**config.mk**
```make
export PLATFORM = sky130hd
export DESIGN_NAME = serial_subtractor
export DESIGN_NICKNAME = d
export VERILOG_FILES = /design/src/rtl/arith_pkg.sv /design/src/rtl/full_subtractor.sv /design/src/rtl/serial_subtractor.sv
export SDC_FILE = /design/constraint.sdc
export NUM_CORES = 1
export LEC_CHECK = 0
export CAP_MARGIN = 15
export CORE_MARGIN = 2
export CORE_UTILIZATION = 49
export DETAILED_ROUTE_END_ITERATION = 12
export PLACE_DENSITY_LB_ADDON = 0.08
export SYNTH_ARGS = -nofsm -noshare
export SYNTH_HDL_FRONTEND = slang
export SYNTH_SLANG_ARGS = --single-unit
```
**constraint.sdc**
```tcl
create_clock -name clk -period 1.5 [get_ports clk]
set_input_delay 0.225 -clock clk [delete_from_list [all_inputs] [get_ports clk]]
set_output_delay 0.225 -clock clk [all_outputs]
set_load 0.03 [all_outputs]
```
**src/rtl/arith_pkg.sv**
```systemverilog
// ---------------------------------------------------------------------------
// arith_pkg
// Shared definitions for the serial arithmetic blocks.
//   state_t : control state encoding of the bit-serial subtractor
//             (IDLE = waiting for operands, RUN = one bit per cycle,
//              DONE = result presented until the consumer takes it).
// ---------------------------------------------------------------------------
package arith_pkg;

  typedef enum logic [1:0] {
    IDLE = 2'd0,
    RUN  = 2'd1,
    DONE = 2'd2
  } state_t;

endpackage : arith_pkg

```
**src/rtl/full_subtractor.sv**
```systemverilog
// ---------------------------------------------------------------------------
// full_subtractor
// One-bit combinational subtract cell: d = a - b - bin (mod 2), with borrow.
// Ports:
//   a    in  1  minuend bit
//   b    in  1  subtrahend bit
//   bin  in  1  borrow in
//   d    out 1  difference bit
//   bout out 1  borrow out
// ---------------------------------------------------------------------------
module full_subtractor (
  input  logic a,
  input  logic b,
  input  logic bin,
  output logic d,
  output logic bout
);

  assign d    = a ^ b ^ bin;
  // Borrow when b exceeds a, or when they are equal and a borrow arrives.
  assign bout = (~a & b) | (~(a ^ b) & bin);

endmodule : full_subtractor

```
**src/rtl/serial_subtractor.sv**
```systemverilog
// ---------------------------------------------------------------------------
// serial_subtractor
// Bit-serial unsigned subtractor: diff = a - b - bin (mod 2^WIDTH), one bit
// per clock, LSB first. Operands are taken with a valid/ready handshake, and
// the result is held with a valid/ready handshake until it is consumed.
// Ports:
//   clk       in   1      clock, rising edge
//   rst_n     in   1      asynchronous active-low reset
//   in_valid  in   1      a/b/bin valid
//   in_ready  out  1      block can accept operands (IDLE)
//   a         in   WIDTH  minuend
//   b         in   WIDTH  subtrahend
//   bin       in   1      borrow in
//   out_valid out  1      diff/bout/zero valid (DONE)
//   out_ready in   1      consumer accepts result
//   diff      out  WIDTH  a - b - bin modulo 2^WIDTH
//   bout      out  1      final borrow (a < b + bin, unsigned)
//   zero      out  1      diff is all zeros
// ---------------------------------------------------------------------------
module serial_subtractor
  import arith_pkg::*;
#(
  parameter int WIDTH = 8
) (
  input  logic             clk,
  input  logic             rst_n,
  input  logic             in_valid,
  output logic             in_ready,
  input  logic [WIDTH-1:0] a,
  input  logic [WIDTH-1:0] b,
  input  logic             bin,
  output logic             out_valid,
  input  logic             out_ready,
  output logic [WIDTH-1:0] diff,
  output logic             bout,
  output logic             zero
);

  localparam int              CNT_W    = $clog2(WIDTH) + 1;
  localparam logic [CNT_W-1:0] CNT_LAST = CNT_W'(WIDTH - 1);

  state_t           r_state;
  state_t           w_state_nxt;
  logic [WIDTH-1:0] r_a;
  logic [WIDTH-1:0] r_b;
  logic [WIDTH-1:0] r_diff;
  logic             r_br;
  logic [CNT_W-1:0] r_cnt;

  logic             w_d;
  logic             w_bo;
  logic             w_last;
  logic [WIDTH-1:0] w_dmsb;

  full_subtractor u_cell (
    .a    (r_a[0]),
    .b    (r_b[0]),
    .bin  (r_br),
    .d    (w_d),
    .bout (w_bo)
  );

  assign w_last = (r_cnt == CNT_LAST);

  // New difference bit placed at the MSB; written this way so WIDTH=1 needs
  // no zero-width slice.
  always_comb begin
    w_dmsb           = '0;
    w_dmsb[WIDTH-1]  = w_d;
  end

  always_ff @(posedge clk or negedge rst_n) begin
    if (!rst_n) r_state <= IDLE;
    else        r_state <= w_state_nxt;
  end

  always_comb begin
    w_state_nxt = r_state;
    in_ready    = 1'b0;
    out_valid   = 1'b0;
    case (r_state)
      IDLE: begin
        in_ready = 1'b1;
        if (in_valid) w_state_nxt = RUN;
      end
      RUN: begin
        if (w_last) w_state_nxt = DONE;
      end
      DONE: begin
        out_valid = 1'b1;
        if (out_ready) w_state_nxt = IDLE;
      end
      default: w_state_nxt = IDLE;
    endcase
  end

  always_ff @(posedge clk or negedge rst_n) begin
    if (!rst_n) begin
      r_a    <= '0;
      r_b    <= '0;
      r_diff <= '0;
      r_br   <= 1'b0;
      r_cnt  <= '0;
    end else begin
      case (r_state)
        IDLE: begin
          if (in_valid) begin
            r_a   <= a;
            r_b   <= b;
            r_br  <= bin;
            r_cnt <= '0;
          end
        end
        RUN: begin
          r_a    <= r_a >> 1;
          r_b    <= r_b >> 1;
          r_br   <= w_bo;
          r_diff <= (r_diff >> 1) | w_dmsb;
          // Stops at WIDTH-1: the state leaves RUN on that same edge.
          if (!w_last) r_cnt <= r_cnt + CNT_W'(1);
        end
        default: ;
      endcase
    end
  end

  assign diff = r_diff;
  assign bout = r_br;
  // Qualified by DONE so the flag is low while the register is mid-shift or
  // cleared by reset.
  assign zero = (r_state == DONE) && (r_diff == '0);

endmodule : serial_subtractor
```
==> out/metrics.yaml, run 1 <==
drive_above_1_share_pct: 21.7
arrival_ns: 1.34
hold_viol_final: 0
slew_headroom_pct: 73.9
p_int_mw: 2.49
clkPwrFrac_pct: 10.7
clock_latency_ns: 0.32
cts_sinks: 31
synth.yosys.seq_area_share_pct: 51.5
place.gp.congestion: 0.681
num_io_pins: 33
r2r_slack_ns: 0.12
syn-num-nets: 158
reg2reg_from: "r_cnt[0]$_DFFE_PN0P_"
drv_cap: 0
syn_inst: 135
async_reset_ff_share_pct: 100
h-tree-depth: 2
clockRootBuffer: "clkbuf_4"
finalHoldWorstSlack_ns: 0.281
rows: 20
finalWorstSetupSlack_ns: -0.0666
pwr-share-seq_pct: 37.2
portBuffers: 32
synth-edff-count: 0
dieArea_um2: 3540
p_comb_share_pct: 52.1
slew_viol_final: 0
path_clk_slew_ns: 0.10
setup.worst_path.class: "flop to output pin"
rsz0062_at_grt: "true"
p_leak_nw: 0.873
tightest_slew_ns: 0.391
cp-start-kind: "flop"
required_ns: 1.27
finalCriticalPeriod_ns: 1.57
die_h_um: 59.5
drt_iter0_drc: 27
antenna_found_initial: 0
timing.fmax_ghz: 0.638
grt_pass1_vias: 1084
dpl-instance-area_um2: 1880
cts_tree: "done"
r2r_end: "r_cnt[0]$_DFFE_PN0P_"
reg2regPathDepth: 4
drt_pass1_iterations: 4
p_sw_share_pct: 40.0
totalWireLength_um: 2990
synth-seq-cells: 31
synth_top_cell_by_area: "dfrtp_1"
yosysUniqueCellTypes: 33
grt-ovfl-total: 0
grt_pass1_wl_um: 4890
utilization_pct: 66.6
cp-end-kind: "output pin"
cts_buffer_depth: 2
yosys_warnings: 0
diodes: 0
finalSetupViolCount: 1
drtAntennaViolNets: 0
drc_errors: 0
skew_ns: 0.0119
postCtsHoldBufs: 0
routed_via_density: 5.34
final_cell_area_um2: 1980
finalCritPeriodShare_pct: 104
cts_made_buffers: 5
fin_nets: 202
netlist_top_cells_count: "dfrtp_1 (31), nand2_1 (19), mux2i_1 (14), o21ai_1 (14), mux2_2 (6)"
switching_power_mw: 1.66
die_x_um: 59.5
vdd_drop_max_mv: 1.01
areaGrowthSynthToFinish_pct: 31.5
syn_area_um2: 1510
yosysMostFrequentCell: "dfrtp_1"
fin_tns_setup_ns: -0.0666
postSynthAreaPerCell_um2: 11.2
failed_checks: "setup timing"
grt_start_max_net_pins: 32
synth_top_area_share_pct: 51.5
worstPathMaxFanout: 4
grt.total_usage_pct: 19.3
p_per_area_nw_per_um2: 2090
via_count: 1138
dp_hpwl_um: 2210
core_um2: 2980
outcome: "finished, violations left"
hold_class: "input pin to async pin"
synth_area_leaders: "dfrtp_1 (51%), mux2i_1 (9.3%), nand2_1 (4.7%)"
synth_ff_type: "dfrtp_1"
start_util_pct: 50.6
routedWlPerCell_um: 14.0
logic make-up after synthesis:
kind of cell             count (synthesis)  share of synthesized area, %
AND/OR/NAND/NOR                         40                          13.5
flip-flops                              31                          51.5
AO/OA/AOI/OAI                           29                          12.0
multiplexers                            22                          15.8
buffers and inverters                   11                          5.06
adder cells (fa/ha/maj)                  2                          2.16
sequential cells by signal, indices dropped and copies added (netlist names):
name,cells
bout,1
diff,8
r_a,8
r_b,8
r_cnt,4
r_state,2
per-stage QoR:
stage / cells / setup WS (ns) / total power, mW
floorplan: 135 / 0.00587 / 3.05
global placement: 199 / 0.149 / 3.61
detailed placement: 199 / 0.108 / 3.72
CTS: 207 / -0.114 / 4.08
global route: 213 / -0.154 / 4.46
finish: 213 / -0.0666 / 4.14
cell usage in the layout (no fill, tap or decap), types with 2 or more instances in the layout:
cell              n
dfrtp_1          29
clkbuf_1          2
clkdlybuf4s50_1  20
mux2_2            6
inv_1             3
o21bai_2          2
buf_12            2
mux2_4            2
buf_4            12
o21ai_1          14
dfrtp_2           2
mux2i_1          14
a21oi_1           5
clkbuf_4          5
buf_6             2
dlygate4sd2_1     9
nand2_1          19
o21ai_0           2
nand3_1           3
nor2b_1           4
nor2_1            3
area by class of cell:
type / count / area [um2]
clock inverters: 1 / 5.00
multi-input cells: 93 / 671
flip-flops and latches: 31 / 778
repair buffers: 45 / 432
clock buffers: 7 / 45.0
fillers: 254 / 995
well taps: 33 / 41.3
inverters: 3 / 11.3
power groups by stage:
| stage | registers, mW | clock network (mW) | logic (mW) |
|---|---|---|---|
| after global routing | 1.60 | 0.504 | 2.36 |
| after floorplan | 1.72 | 0 | 1.33 |
| final | 1.54 | 0.444 | 2.16 |
| after global placement | 1.55 | 0 | 2.06 |
| after detailed placement | 1.58 | 0 | 2.14 |
| after CTS | 1.56 | 0.466 | 2.06 |
routing by layer:
metal / global-route usage, % / part of all wire [%] / vias up
li1: - / - / 560
met1: 22.7 / 43 / 548
met2: 32.5 / 52 / 28
met3: 6.55 / 4.7 / 2
met4: 7.14 / 0.64 / 0
met5: 0 / 0 / -
critical path: stages (launching register included):
cell     delay, ns
dfrtp_1       0.42
nor4_2        0.27
and3_2        0.21
buf_6         0.12
what timing repair did:
action                                  in CTS  in global routing
buffers inserted                             0                  6
pin swaps                                    0                  2
endpoints found under the setup margin      12                  3
resized for setup                           11                  4
worst max path at each step:
stage	from	end	slack (ns)	depth (start not counted)
final	diff[1]$_DFFE_PN0N_	zero	-0.07	3
after global routing	diff[1]$_DFFE_PN0N_	zero	-0.15	3
after CTS	diff[1]$_DFFE_PN0N_	zero	-0.11	3
after detailed placement	in_valid	r_cnt[1]$_DFFE_PN0P_	0.11	5
after global placement	r_state[1]$_DFFE_PN0P_	r_a[6]$_DFFE_PN0P_	0.15	4
after floorplan	r_state[0]$_DFFE_PN0P_	zero	0.006	3
Power figures use the tool's default switching activity.
==> run 2, diff against run 1 <==
CTS_CLUSTER_DIAMETER = 40   (was default)
PLACE_DENSITY = 0.75   (was default)
PLACE_DENSITY_LB_ADDON = default   (was 0.08)
==> run 2 against run 1 <==
The run still ends with setup timing left. Count of clock-buffer cells in the layout stayed put. Critical endpoint unchanged. Sequential power hardly changed. Die area stayed put. Global-route usage is 0.39 points higher.
==> out/metrics.yaml, run 2 (same netlist as run 1, synthesis figures left out) <==
outcome: "finished, violations left"
failed_checks: "setup timing"
num_io_pins: 33  # unchanged
r2r_slack_ns: 0.11  # about the same
antenna_found_initial: 0  # unchanged
finalSetupViolCount: 1  # unchanged
dieArea_um2: 3540  # unchanged
final_common_cell: "dfrtp_1"
postCtsHoldBufs: 0  # unchanged
vdd_drop_max_mv: 0.992  # -1.6%
h-tree-depth: 2  # unchanged
drc_errors: 0  # unchanged
worstPathMaxFanout: 2  # -2
cp_cell_sequence: "nor4_1 -> and3_2 -> buf_6"
clock_latency_ns: 0.32  # about the same
fin_nets: 203  # +0.50%
finalCritPeriodShare_pct: 102  # -2.8 points
required_ns: 1.27  # about the same
cpPeakStageDelay_ns: 0.39  # -0.03 ns
areaGrowthSynthToFinish_pct: 31.0
cp-start-kind: "flop"
drv_cap: 0  # unchanged
hold_class: "input pin to async pin"
drt_iter0_drc: 52  # +93%
slew_viol_final: 0  # unchanged
die_h_um: 59.5  # unchanged
path_clk_slew_ns: 0.09  # about the same
p_per_area_nw_per_um2: 2090  # +0.10%
rows: 20  # unchanged
cp.buffers_inverters: 1  # unchanged
via_count: 1142  # +0.35%
routed_via_density: 5.34  # -0.12%
dp_hpwl_um: 2110  # -4.8%
fin_total_pwr_mw: 4.13  # -0.34%
r2r_end: "r_a[4]$_DFFE_PN0P_"
grt_pass1_vias: 1144  # +5.5%
cts_sinks: 31  # unchanged
cpMaxStageDelayCell: "dfrtp_1"
clockRootBuffer: "clkbuf_4"
rsz0062_at_grt: "true"
p_leak_nw: 0.877  # +0.45%
cp-end-kind: "output pin"
drtAntennaViolNets: 0  # unchanged
fin_tns_setup_ns: -0.0246  # +0.0420 ns
hold_viol_final: 0  # unchanged
cts_tree: "done"
place_ws_ns: 0.134  # +0.0261 ns
grt-ovfl-total: 0  # unchanged
totalWireLength_um: 2930  # -2.0%
drt_pass1_iterations: 4  # unchanged
cts_made_buffers: 5  # unchanged
finalHoldWorstSlack_ns: 0.277  # -0.00420 ns
grt.total_usage_pct: 19.7  # +0.39 points
reg2reg_from: "r_state[0]$_DFFE_PN0P_"
finalWorstSetupSlack_ns: -0.0246  # +0.0420 ns
drive_above_1_share_pct: 21.0  # -0.67 points
portBuffers: 32  # unchanged
tightest_slew_ns: 0.384  # -0.00692 ns
crit_family: "simple AND/OR/NAND/NOR gates"
die_x_um: 59.5  # unchanged
setup.worst_path.class: "flop to output pin"
timing.fmax_ghz: 0.656  # +2.8%
place.gp.congestion: 0.753  # +11%
arrival_ns: 1.30  # -0.04 ns
grt_start_max_net_pins: 34  # +6.3%
skew_ns: 0.00213  # -0.00981 ns
routedWlPerCell_um: 13.7  # -2.4%
cts_buffer_depth: 2  # unchanged
core_um2: 2980  # unchanged
grt_pass1_wl_um: 5110  # +4.5%
start_util_pct: 50.6  # unchanged
slew_headroom_pct: 74.4  # +0.46 points
diodes: 0  # unchanged
reg2regPathDepth: 5  # +1
layout_common_cells: "dfrtp_1 (30), clkdlybuf4s50_1 (20), nand2_1 (19)"
finalCriticalPeriod_ns: 1.52  # -0.0420 ns
-- run 2: cell count changes in the layout (fill, tap and decap cells not counted) --
cell     delta
buf_4       +2
buf_6       -1
dfrtp_1     +1
dfrtp_2     -1
nor2b_2     +1
nor2b_4     -1
nor4_1      +1
nor4_2      -1
-- run 2: layout make-up --
type                       instances  area [um2]
fill                             249        1000
tap                               33        41.3
inverter                           3        11.3
multi-input combinational         93         659
clock buffer                       7        45.0
timing repair buffer              46         435
sequential                        31         777
clock inverter                     1        5.00
-- run 2: through the flow --
step,util (%),std cells,instance area [um2]
CTS,66.1,213,1970
global placement,63.1,199,1880
finish,66.3,214,1970
floorplan,-,135,1510
global route,66.3,214,1970
detailed placement,63.1,199,1880
-- run 2: power breakdown --
group,switching (mW),internal (mW)
sequential,0.277,1.23
combinational,1.09,1.07
clock,0.274,0.182
-- run 2: worst register-to-register path: cells and delay by family (launching register included) --
kind                   cells  cell delay [ns]
AO/OA/AOI/OAI              1             0.07
buffers and inverters      2             0.37
flip-flops                 1             0.44
multiplexers               1             0.21
AND/OR/NAND/NOR            1             0.19
-- run 2: what timing repair did --
action,CTS,global route
gates cloned,0,0
setup endpoints to repair,11,1
pin swaps,1,1
gates resized for setup,11,0
setup buffers,6,1
-- run 2: worst max path at each step --
| stage | from | endpoint | slack [ns] | depth (start not counted) |
|---|---|---|---|---|
| floorplan | r_state[0]$_DFFE_PN0P_ | zero | 0.006 | 3 |
| global placement | r_state[0]$_DFFE_PN0P_ | r_a[4]$_DFFE_PN0P_ | 0.18 | 4 |
| detailed placement | in_valid | r_a[7]$_DFFE_PN0P_ | 0.13 | 5 |
| CTS | diff[1]$_DFFE_PN0N_ | zero | -0.06 | 3 |
| global route | diff[3]$_DFFE_PN0N_ | zero | -0.09 | 3 |
| finish | diff[1]$_DFFE_PN0N_ | zero | -0.02 | 3 |
-- run 2: routing by layer --
layer | global-route usage [%] | wire (um)
met3 | 3.93 | 180
met1 | 24.5 | 1220
met2 | 32.5 | 1460
met5 | 0 | 0
met4 | 9.74 | 73
